`src/rtl/imem_loader.sv`:
```
// Framed byte-stream loader: header N, then 4N MSB-first bytes, written as words to imem.
// Latency: 4th byte of a word -> imem_we next cycle; 5 cycles/word best case. rx_ready decoded from state.
// Optional trailing checksum byte enabled by macro IMEM_LOADER_CSUM_EN.
module imem_loader #(
  parameter int DEPTH = 64,
  parameter int CW    = 7
) (
  input  logic          clk,
  input  logic          reset,
  input  logic          start,
  input  logic [7:0]    rx_data,
  input  logic          rx_valid,
  output logic          rx_ready,
  output logic          imem_we,
  output logic [31:0]   imem_addr,
  output logic [31:0]   imem_wdata,
  output logic          cpu_hold,
  output logic          busy,
  output logic          done,
  output logic          error,
  output logic [CW-1:0] word_count
);

  typedef enum logic [2:0] {
    S_IDLE,
    S_HDR,
    S_DATA,
    S_WRITE,
    S_DONE,
    S_ERR
`ifdef IMEM_LOADER_CSUM_EN
    , S_CSUM
`endif
  } state_t;

  state_t        state;
  state_t        nxt;
  logic [7:0]    n_reg;
  logic [1:0]    byte_cnt;
  logic [31:0]   word_q;
  logic [CW-1:0] index;
  logic          xfer;
  logic          hdr_bad;
  logic          last_word;
`ifdef IMEM_LOADER_CSUM_EN
  logic [7:0]    sum;
`endif

  assign xfer      = rx_valid && rx_ready;
  assign hdr_bad   = (rx_data == 8'd0) || (32'(rx_data) > DEPTH);
  assign last_word = (32'(word_count) + 32'd1) == {24'd0, n_reg};

  always_ff @(posedge clk or posedge reset) begin
    if (reset) state <= S_IDLE;
    else       state <= nxt;
  end

  always_comb begin
    nxt = state;
    case (state)
      S_IDLE:  if (start) nxt = S_HDR;
      S_HDR:   if (xfer) nxt = hdr_bad ? S_ERR : S_DATA;
      S_DATA:  if (xfer && byte_cnt == 2'd3) nxt = S_WRITE;
      S_WRITE: begin
        if (last_word) begin
`ifdef IMEM_LOADER_CSUM_EN
          nxt = S_CSUM;
`else
          nxt = S_DONE;
`endif
        end else begin
          nxt = S_DATA;
        end
      end
`ifdef IMEM_LOADER_CSUM_EN
      S_CSUM:  if (xfer) nxt = (rx_data == sum) ? S_DONE : S_ERR;
`endif
      S_DONE:  if (start) nxt = S_HDR;
      S_ERR:   if (start) nxt = S_HDR;
      default: nxt = S_IDLE;
    endcase
  end

  always_ff @(posedge clk or posedge reset) begin
    if (reset) begin
      n_reg      <= 8'd0;
      byte_cnt   <= 2'd0;
      word_q     <= 32'd0;
      index      <= '0;
      word_count <= '0;
`ifdef IMEM_LOADER_CSUM_EN
      sum        <= 8'd0;
`endif
    end else begin
      case (state)
        S_IDLE, S_DONE, S_ERR: begin
          if (start) word_count <= '0;
        end
        S_HDR: begin
`ifdef IMEM_LOADER_CSUM_EN
          sum <= 8'd0;
`endif
          if (xfer) begin
            n_reg      <= rx_data;
            index      <= '0;
            byte_cnt   <= 2'd0;
            word_count <= '0;
          end
        end
        S_DATA: begin
          if (xfer) begin
            word_q   <= {word_q[23:0], rx_data};
            byte_cnt <= byte_cnt + 2'd1;
`ifdef IMEM_LOADER_CSUM_EN
            sum      <= sum + rx_data;
`endif
          end
        end
        S_WRITE: begin
          index      <= index + CW'(1);
          word_count <= word_count + CW'(1);
        end
        default: ;
      endcase
    end
  end

  // All handshake and status outputs decode the registered state only.
`ifdef IMEM_LOADER_CSUM_EN
  assign rx_ready = (state == S_HDR) || (state == S_DATA) || (state == S_CSUM);
  assign busy     = (state == S_HDR) || (state == S_DATA) || (state == S_WRITE) || (state == S_CSUM);
`else
  assign rx_ready = (state == S_HDR) || (state == S_DATA);
  assign busy     = (state == S_HDR) || (state == S_DATA) || (state == S_WRITE);
`endif
  assign imem_we    = (state == S_WRITE);
  assign imem_addr  = {{(30-CW){1'b0}}, index, 2'b00};
  assign imem_wdata = word_q;
  assign cpu_hold   = (state != S_IDLE) && (state != S_DONE);
  assign done       = (state == S_DONE);
  assign error      = (state == S_ERR);

endmodule

```
`config.mk`:
```
export PLATFORM = sky130hd
export DESIGN_NAME = imem_loader
export DESIGN_NICKNAME = d
export VERILOG_FILES = /design/src/rtl/imem_loader.sv
export SDC_FILE = /design/constraint.sdc
export NUM_CORES = 1
export LEC_CHECK = 0
export BUFFER_PORTS_ARGS = -buffer_cell sky130_fd_sc_hd__buf_4
export CAP_MARGIN = 0
export CORE_MARGIN = 3
export CORE_UTILIZATION = 40
export CTS_CLUSTER_DIAMETER = 30
export DETAILED_ROUTE_END_ITERATION = 8
export PLACE_DENSITY = 0.73
export SLEW_MARGIN = 20
export SYNTH_ARGS = -nofsm -noshare
export SYNTH_HDL_FRONTEND = slang
export SYNTH_SLANG_ARGS = --single-unit
export TNS_END_PERCENT = 100
```
`constraint.sdc`:
```
create_clock -name clk -period 2 [get_ports clk]
set_clock_uncertainty 0.15 [all_clocks]
set_input_delay 0.5 -clock clk [delete_from_list [all_inputs] [get_ports clk]]
set_output_delay 0.5 -clock clk [all_outputs]
set_load 0.005 [all_outputs]
```
Yosys cells after proc, flatten, opt, wreduce, memory -nomap -nowiden:

Cells that the tools add are included.

* register bits: 59
* input bits: 12
* output and inout port bits: 77
* word-level logic and storage cells: 55

* add/sub/neg operators: 4
* magnitude comparators: 1
* equality and inequality tests: 12
* multiplexer cells: 13
* reduce and logical (&&, ||, !) cells: 19

Operator list (number)
* case mux 7 bit (3 select lines): 1
* 2-to-1 mux 3 bit: 5
* adder 7 x 1 -> 7 bit (second input constant): 2
* 2-to-1 mux 7 bit: 2
* case mux 7 bit (2 select lines): 1
* case mux 3 bit (4 select lines): 1
* AND reduction 3 bit: 3
* adder 7 x 1 -> 8 bit (second input constant): 1
* equality test 8 bit: 1
* greater-than comparator 8 x 7 -> 1 bit (second input constant): 1
* zero test 8 bit: 1
* equality test 3 x 2 -> 1 bit (second input constant): 2
* equality test 3 bit (second input constant): 2
* != test 2 bit (second input constant): 3
* AND reduction 2 bit: 3
* nonzero test 3 bit: 2
* 2-to-1 mux 2 bit: 2
* case mux 2 bit (2 select lines): 1
* nonzero test 2 bit: 2
* equality test 3 x 1 -> 1 bit (second input constant): 1
* logical AND 1 bit: 3
* zero test 3 bit: 1
* logical OR 1 bit: 3
* != test 3 bit (second input constant): 1
* other kinds (4): 4

Logic depth before layout (Yosys ltp):

Gate-level depths: netlist of the first run.

* word-level depth: 6
* gate-level depth with buffers: 7
* mapped depth without buffers: 6

Worst setup path after synthesis of the first run:

Ideal clock, no wire load.

* path type: reg2reg
* start: register word_count[0]
* end: register state[1]
* setup time: 126 ps
* data arrival time: 1602 ps
* data required time: 1724 ps
* slack: 122 ps
* stages on the path, launching flop included: 7
* clock period less this slack: 1878 ps
* path through: dfrtp_1 > ha_1 > nand3_2 > nor2_4 > xnor2_1 > o221ai_2 > o32a_1

* word-level cells in the longest chain between the ends: 4

Ends and longest elaborated chain
* start: declaration: RTL line 21 `output logic [CW-1:0] word_count`
* start signal: assignment: RTL line 121 `word_count <= word_count + CW'(1);`
* adder 7 x 1 -> 8 bit: RTL line 51 `assign last_word = (32'(word_count) + 32'd1) == {24'd0, n_reg};`
* equality test 8 bit: RTL line 51
* 2-to-1 mux 3 bit: RTL line 65 `if (last_word) begin`
* case mux 3 bit (4 select lines): RTL line 60 `case (state)`
* end signal: assignment: RTL line 55 `else state <= nxt;`
* end: declaration: RTL line 36 `state_t state;`

No other way between the ends.
A chain may end at the register's enable or synchronous reset.

Final worst setup path of the first run:

* start: register state[0]
* end: output busy

* word-level cells in the longest chain between the ends: 3
* elaborated cells between the ends (all ways): 5
* classes of those cells: eq/ne: 3; reduce/logical: 2

Ends and longest elaborated chain
* equality test 3 x 1 -> 1 bit / equality test 3 x 2 -> 1 bit (equally long branches): RTL line 134 `assign busy = (state == S_HDR) || (state == S_DATA) || (state == S_WRITE);`
* logical OR 1 bit: RTL line 134
* logical OR 1 bit (*): RTL line 134
* end: declaration: RTL line 18 `output logic busy,`

Every way passes the cells marked *; elsewhere a longest branch is shown, timed or not.

==> results of run 1 <==
-- per-layer routing --
metal	track usage, %	up-vias	part of all wire [%]
met1	20.4	1089	46
met2	23.2	79	46
li1	-	1047	-
met4	6.03	0	1.3
met3	4.14	9	6.1
met5	0	-	0
-- metrics by stage --
step	power [uW]	instance area, sq um
CTS	4930	3720
finish	5040	3800
floorplan	2870	3020
global placement	3660	3480
detailed placement	3720	3480
global route	5400	3800
-- logic make-up (layout without fill, tap and decap cells) --
kind of cell    Yosys count  in the layout  synth area share, %
flops                    59             59                 50.4
xor+xnor                 11             11                 3.54
mux                      33             33                 12.6
fa+ha+maj                 3              3                 1.28
other cells               1             25                0.128
simple gates             78             78                 13.6
buf+inv                  42            108                 9.69
compound gates           38             38                 8.75
-- layout make-up --
cell class                 instances  area (sq um)  share of cell area [%]
clock buffer                      12           165                    4.35
clock inverter                     4          47.5                    1.25
inverter                           6          26.3                   0.692
sequential                        59          1480                    39.0
tap                               96           120                    3.16
timing repair buffer              86           678                    17.9
multi-input combinational        188          1280                    33.7
-- worst register-to-register path, stage by stage, from the launching register on --
cell and delay (ns):
dfrtp_2 0.44, buf_6 0.14, nand4bb_1 0.34, nand2_1 0.18, a31oi_1 0.06, buf_4 0.17
o21ai_0 0.17, o41ai_1 0.09
-- power by group --
part | leakage, uW | internal, uW | switching (uW) | total, uW
registers | 0.000778 | 1610 | 365 | 1970
clock network | 0.000108 | 672 | 463 | 1140
logic | 0.00105 | 1120 | 818 | 1940
total | 0.00193 | 3400 | 1650 | 5040
-- cells in the final DEF (no fill, tap or decap), types with 3 or more instances in the layout --
cell	instances
a21oi_1	6
nor4_1	3
a31oi_1	4
nand4_1	5
inv_1	4
nor3_1	4
mux2_2	5
nor2_1	11
dfrtp_1	55
xnor2_1	5
xor2_1	4
buf_4	82
o31ai_1	3
o32a_1	3
o21ai_0	12
a22o_1	3
conb_1	25
dfrtp_2	4
clkbuf_8	12
nand2_1	34
mux2_1	27
-- worst max-delay path by stage --
stage | endpoint | slack, ns | depth (start not counted)
6_report | busy | 0.01 | 3
5_1_grt | busy | -0.03 | 3
4_1_cts | rx_ready | -0.02 | 4
3_5_place_dp | state[1] | -0.03 | 7
3_3_place_gp | state[1] | 0.02 | 7
2_1_floorplan | state[1] | 0.12 | 6
-- repair_timing --
item | in CTS | in global routing
buffers inserted | 3 | 7
pin swaps | 0 | 2
endpoints found under the setup margin | 3 | 4
gates resized for setup | 4 | 8
==> out/qor.txt, run 1 <==
PD cells: 1330 nW/um^2
CP Buf/Inv Count: 1
Tcrit/Tclk final: 99.3%
Inserted Diodes: 0
Max Freq: 504 MHz
Most used flip-flop cell after synthesis: dfrtp_1
Starting Density: 42.2%
Leak: 0.00193 uW
Largest net degree at the start of global routing: 43
Synth async-reset ratio: 100%
CTS HTree Levels: 3
Critical Path Start Type: register
Final net count: 365
DP Cell Count: 425
Synth Cell Area: 2930 sq um
Die width: 91.6 um
Skew-Pair Late Insertion Delay: 0.34 ns
Routed Antenna Nets: 0
GPL Wtd Cong: 0.796
Most frequent cell after synthesis: dfrtp_1
Slowest-stage cell, CP: dfrtp_2
Crit. Startpoint: state[0]
Area leader, netlist: dfrtp_1
Place WS: -0.0253 ns
Launching point of the worst reg2reg path: state[1]
Worst reg2reg setup slack: 0.14 ns
Top cell type's share of synthesized area: 50.4%
Hold WS: 0.00262 ns
Most frequent cells after synthesis: dfrtp_1, nand2_1, mux2_1, buf_4
Clock buffer depth: 2
Row cnt: 30
Crit Path Class: reg -> out
RR Endpoint: word_count[5]
Reg clk slew, reported paths: 0.07 ns
Vias per std cell: 4.93
HPWL after detailed placement: 4370 um
Sum Neg Setup Slack: 0 ns
Count of final setup violators: 0
IO buf count: 63
Layout Cells excl Fill: 451
Initial antenna violation count: 0
Drt total wl: 6200 um
Mean Syn Cell Area: 11.1 sq um
Core area: 6940 sq um
Largest stage delay on the critical path: 0.46 ns
Peak supply drop: 0.000403 V
CTS buffer count: 9
Vias in the first global route: 2,074
Top Family by Delay on Critical Path: flip-flops
CP Cell Sequence: or2_4 > and2_4 > buf_6
DR vias: 2,224
Area grow syn2layout: 29.5%
Area of the die: 8390 sq um
Area contributors post-synth: dfrtp_1, mux2_1, buf_4
Distinct cells, synth: 48
Final Hold Fails: 0
RSZ-0062 raised after global routing: yes
Filler Cells Inserted: 632
#FFs+latches synth: 59
Hold Buf Count CTS: 0
Largest register FFs: 32
Clock Sink Count: 59
Final min period: 1.99 ns
Fin. max-slew vios: 0
Top-level I/O count: 89
First-pass GRT wire length: 10,100 um
WP data arrival: 1.34 ns
Die H: 91.6 um
TritonRoute pass-1 iters: 4
Post-Route Utilization: 54.7%
Seq/Total Area, Yosys: 50.4%
Syn Inst Count: 265
Post-synth EDFFs: 0
Critical Path RT: 1.35 ns
Overflow after GRT: 0
HP Class: in -> async
Setup ws final: 0.0141 ns
R2r worst-path depth: 7
Setup crit end kind: primary output
Post-route DRC violation count: 0
Wire per inst: 13.7 um
Clock Root Buffer: clkbuf_8
Status: finished, final reports clean
Crit Path Max Fanout: 5
Max Cap Violations: 0
Fraction of layout cells with a size suffix above 1: 35.8%
TritonCTS clock tree: yes
GRT Resource Usage Total: 15.2%
Starting DRT DRC Count: 88
Synth warnings: 0
Note: power is estimated with default switching activity, not from simulation.
==> inputs of run 2 (changes only) <==
- CORE_UTILIZATION: 40 -> 46
- PLACE_DENSITY: 0.73 -> 0.79
- clock period: 2 -> 2.45 ns (I/O delays scaled with it)
==> run 2 against run 1 <==
Effect of this change:
- sequential share of layout area increased by 1.6 points
- largest cell class unchanged
- sequential power down 18%
- critical path depth stayed put
- non-clock buffer count decreased by 16
- global-route usage is 2.1 points higher
- routed wire length is 4.9% lower
- clock power decreased by 12%
==> out/qor.txt, run 2 (synthesis gave the netlist of run 1 again) <==
Final min period: 2.20 ns
Largest register FFs: 32
Drt total wl: 5900 um
Leak: 0.00186 uW
PD cells: 1100 nW/um^2
Tcrit/Tclk final: 89.8%
CTS buffer count: 9
Skew-Pair Late Insertion Delay: 0.33 ns
First-pass GRT wire length: 9870 um
Final net count: 349
Fin. max-slew vios: 0
Post-Route Utilization: 59.9%
Wire per inst: 14.2 um
Die H: 85.8 um
Crit Path Class: reg -> out
Vias per std cell: 5.07
Max Freq: 454 MHz
RSZ-0062 raised after global routing: no
Layout Cells excl Fill: 414
Rel. slew slack: 57.6%
Clock Sink Count: 59
HPWL after detailed placement: 4260 um
Max Cap Violations: 0
Fraction of layout cells with a size suffix above 1: 29.8%
Starting Density: 48.3%
Critical Path Start Type: register
GPL Wtd Cong: 0.801
Top-level I/O count: 89
Count of final setup violators: 0
IO buf count: 63
Peak supply drop: 0.000709 V
DR vias: 2,101
Row cnt: 28
Clock buffer depth: 2
Post-route DRC violation count: 0
DP Cell Count: 398
Core area: 6060 sq um
WP data arrival: 1.44 ns
Hold Buf Count CTS: 0
Status: finished, final reports clean
Critical Path RT: 1.69 ns
Filler Cells Inserted: 492
Final Hold Fails: 0
Vias in the first global route: 2,060
Routed Antenna Nets: 0
Setup crit end kind: primary output
Slew @ Worst Pin: 0.635 ns
TritonCTS clock tree: yes
Sum Neg Setup Slack: 0 ns
Largest net degree at the start of global routing: 36
Setup repair bufs after CTS: 0
Most common cell after layout, fill and taps aside: buf_4
GRT Resource Usage Total: 17.2%
Initial antenna violation count: 0
TritonRoute pass-1 iters: 4
Post_cts resized: 0
Starting DRT DRC Count: 87
CTS HTree Levels: 3
Clock Root Buffer: clkbuf_8
Area of the die: 7360 sq um
Area grow syn2layout: 23.9%
Reg clk slew, reported paths: 0.07 ns
HP Class: in -> async
Most frequent cells in the layout: buf_4, dfrtp_1, nand2_1
Die width: 85.8 um
Overflow after GRT: 0
Setup ws final: 0.249 ns
Place WS: 0.242 ns
Crit Path Max Fanout: 9
Inserted Diodes: 0
## run 2: cell count changes in the layout (fill, tap and decap cells not counted), sizes merged
cell      change
clkinv        -1
inv           +1
buf          -16
bufinv        +1
clkinvlp      -1
## run 2: layout make-up
| cell class | instances | area, sq um | area share [%] |
|---|---|---|---|
| Clock buffer | 12 | 155 | 4.27 |
| Clock inverter | 4 | 72.6 | 2.00 |
| Inverter | 6 | 22.5 | 0.620 |
| Multi-Input combinational cell | 188 | 1260 | 34.7 |
| Sequential cell | 59 | 1480 | 40.7 |
| Tap cell | 75 | 93.8 | 2.58 |
| Timing Repair Buffer | 70 | 551 | 15.2 |
## run 2: metal layers
layer	GRT usage, %	vias to the layer above	share of wire (%)
li1	-	1013	-
met1	20.3	1005	41
met2	29.0	77	51
met3	5.67	6	7.4
met4	6.91	0	1.0
met5	0	-	0
## run 2: path summary, 6_finish.rpt
path | start | to | slack [ns] | cells past startpoint
min | reset | n_reg[0] | 0.22 | 2
min in group clk | index[6] | index[6] | 0.33 | 1
max reg2reg | word_count[0] | state[1] | 0.38 | 6
max | state[1] | busy | 0.25 | 3
min reg2reg | index[6] | index[6] | 0.33 | 1
max in group asynchronous | reset | imem_wdata[15] | 1.35 | 3
## run 2: where the power goes
group | internal (uW) | switching, uW
sequential | 1310 | 306
combinational | 773 | 603
clock | 627 | 375
total | 2710 | 1280
## run 2: stage by stage
step | hold slack, ns | power (uW) | area, sq um
floorplan | 0.306 | 2340 | 3020
global placement | 0.316 | 2970 | 3400
detailed placement | 0.323 | 3020 | 3400
CTS | 0.225 | 4050 | 3630
global route | 0.253 | 4260 | 3630
finish | 0.223 | 3990 | 3630
## run 2: critical path, stage by stage (launching register included)
cell	delay, ns
dfrtp_1	0.47
or2_2	0.35
and2_1	0.16
buf_4	0.13
==> inputs of run 3 (changes only) <==
- BUFFER_PORTS_ARGS: -buffer_cell sky130_fd_sc_hd__buf_4 -> default
- CORE_MARGIN: 3 -> default
- DONT_BUFFER_PORTS: default -> 1
- PLACE_DENSITY: 0.79 -> 0.67
==> run 3 against run 2 <==
Effect of this change:
- hold slack got worse by 0.13 ns
- non-clock buffer count decreased by 65
- routed wire length decreased by 6.8%
- sequential share of layout area increased by 6.8 points
- count of clock-buffer cells in the layout decreased by 1
- total power decreased by 15%
- final cell count decreased by 16%
- first-iteration DRC count increased by 34%
- die area decreased by 9.1%
- fmax increased by 4.1%
- worst setup slack improved by 0.086 ns
==> out/qor.txt, run 3 (synthesis gave the netlist of run 1 again) <==
Status: finished, final reports clean
Hold Buf Count CTS: 0
Fraction of layout cells with a size suffix above 1: 12.8%
Wire per inst: 15.8 um
Peak supply drop: 0.000493 V
Drt total wl: 5490 um
Top-level I/O count: 89
Switch share: 35.1%
RR Endpoint: state[1]
Largest register FFs: 32
Starting Density: 48.6%
Setup crit end kind: primary output
Die width: 81.8 um
Critical Path Start Type: register
Most common cell after layout, fill and taps aside: dfrtp_1
Reg clk slew, reported paths: 0.06 ns
Total chip power: 3410 uW
Rel. slew slack: 56.6%
Overflow after GRT: 0
Final min period: 2.11 ns
HP Class: in -> async
TritonRoute pass-1 iters: 4
Slew @ Worst Pin: 0.648 ns
TritonCTS clock tree: yes
HPWL after detailed placement: 3980 um
Clock buffer depth: 2
Core area: 6030 sq um
Final net count: 284
Tcrit/Tclk final: 86.3%
Vias in the first global route: 1,751
Skew-Pair Late Insertion Delay: 0.33 ns
Area grow syn2layout: 6.06%
Clock power frac: 25.3%
Routed Antenna Nets: 0
Max Freq: 473 MHz
Crit Path Max Fanout: 9
Row cnt: 28
CTS buffer count: 9
Inserted Diodes: 0
Filler Cells Inserted: 545
Setup repair bufs after CTS: 0
WP data arrival: 1.35 ns
Worst reg2reg setup slack: 0.38 ns
Count of final setup violators: 0
R2r worst-path depth: 6
Launching point of the worst reg2reg path: word_count[0]
RSZ-0062 raised after global routing: no
GPL Wtd Cong: 0.828
Sum Neg Setup Slack: 0 ns
Post-route DRC violation count: 0
Crit Path Class: reg -> out
Pint: 2210 uW
Starting DRT DRC Count: 117
PD cells: 1100 nW/um^2
Largest net degree at the start of global routing: 36
Most frequent cells in the layout: dfrtp_1, nand2_1, mux2_1
Hold WS: 0.0941 ns
IO buf count: 0
Fin. max-slew vios: 0
GRT Resource Usage Total: 18.3%
Area of the die: 6690 sq um
Sequential share of power: 49.0%
DR vias: 1,899
Clock Root Buffer: clkbuf_8
Post_cts resized: 0
Die H: 81.8 um
Leak: 0.00151 uW
Initial antenna violation count: 0
Final Hold Fails: 0
CTS HTree Levels: 3
Max Cap Violations: 0
Psw: 1200 uW
Vias per std cell: 5.46
Comb power frac: 25.7%
First-pass GRT wire length: 8910 um
Critical Path RT: 1.69 ns
Clock Sink Count: 59
## run 3: worst max path at each step
| stage | end | slack [ns] | startpoint | depth (start not counted) |
|---|---|---|---|---|
| after floorplan | byte_cnt[0] | 0.23 | reset | 1 |
| after global placement | state[1] | 0.48 | word_count[0] | 6 |
| after detailed placement | state[1] | 0.38 | word_count[0] | 6 |
| after CTS | busy | 0.32 | state[0] | 2 |
| after global routing | state[1] | 0.24 | word_count[0] | 6 |
| final | busy | 0.34 | state[1] | 2 |
## run 3: routing by layer
| layer | wire length, um | vias to the layer above | part of all wire [%] | global-route usage (%) |
|---|---|---|---|---|
| met4 | 72 | 0 | 1.3 | 7.72 |
| met1 | 2400 | 942 | 44 | 23.4 |
| met3 | 404 | 9 | 7.4 | 7.11 |
| met5 | 0 | - | 0 | 0 |
| met2 | 2620 | 68 | 48 | 27.7 |
| li1 | - | 880 | - | - |
## run 3: per-stage QoR
stage	setup WS [ns]	area (sq um)	cells	util (%)
floorplan	0.231	3020	289	-
global placement	0.482	2920	333	48.4
detailed placement	0.381	2920	333	48.4
CTS	0.325	3110	348	51.6
global route	0.237	3110	348	51.6
finish	0.335	3110	348	51.6
## run 3: cell type report
cell class	count	area (sq um)	area share (%)
Inverter	6	22.5	0.725
Clock buffer	11	141	4.55
Multi-Input combinational cell	188	1260	40.5
Tap cell	75	93.8	3.02
Sequential cell	59	1480	47.5
Clock inverter	4	51.3	1.65
Timing Repair Buffer	5	62.6	2.01
## run 3: power by group through the flow
stage | registers, uW | clock network [uW] | logic, uW
after floorplan | 1560 | 0 | 787
after global placement | 1680 | 0 | 859
after detailed placement | 1700 | 0 | 884
after CTS | 1680 | 883 | 889
after global routing | 1730 | 929 | 1000
final | 1670 | 862 | 876
## run 3: critical path: stages, from the launching register on
cell and delay [ns]:
dfrtp_1 0.48, or2_2 0.37, and2_1 0.18
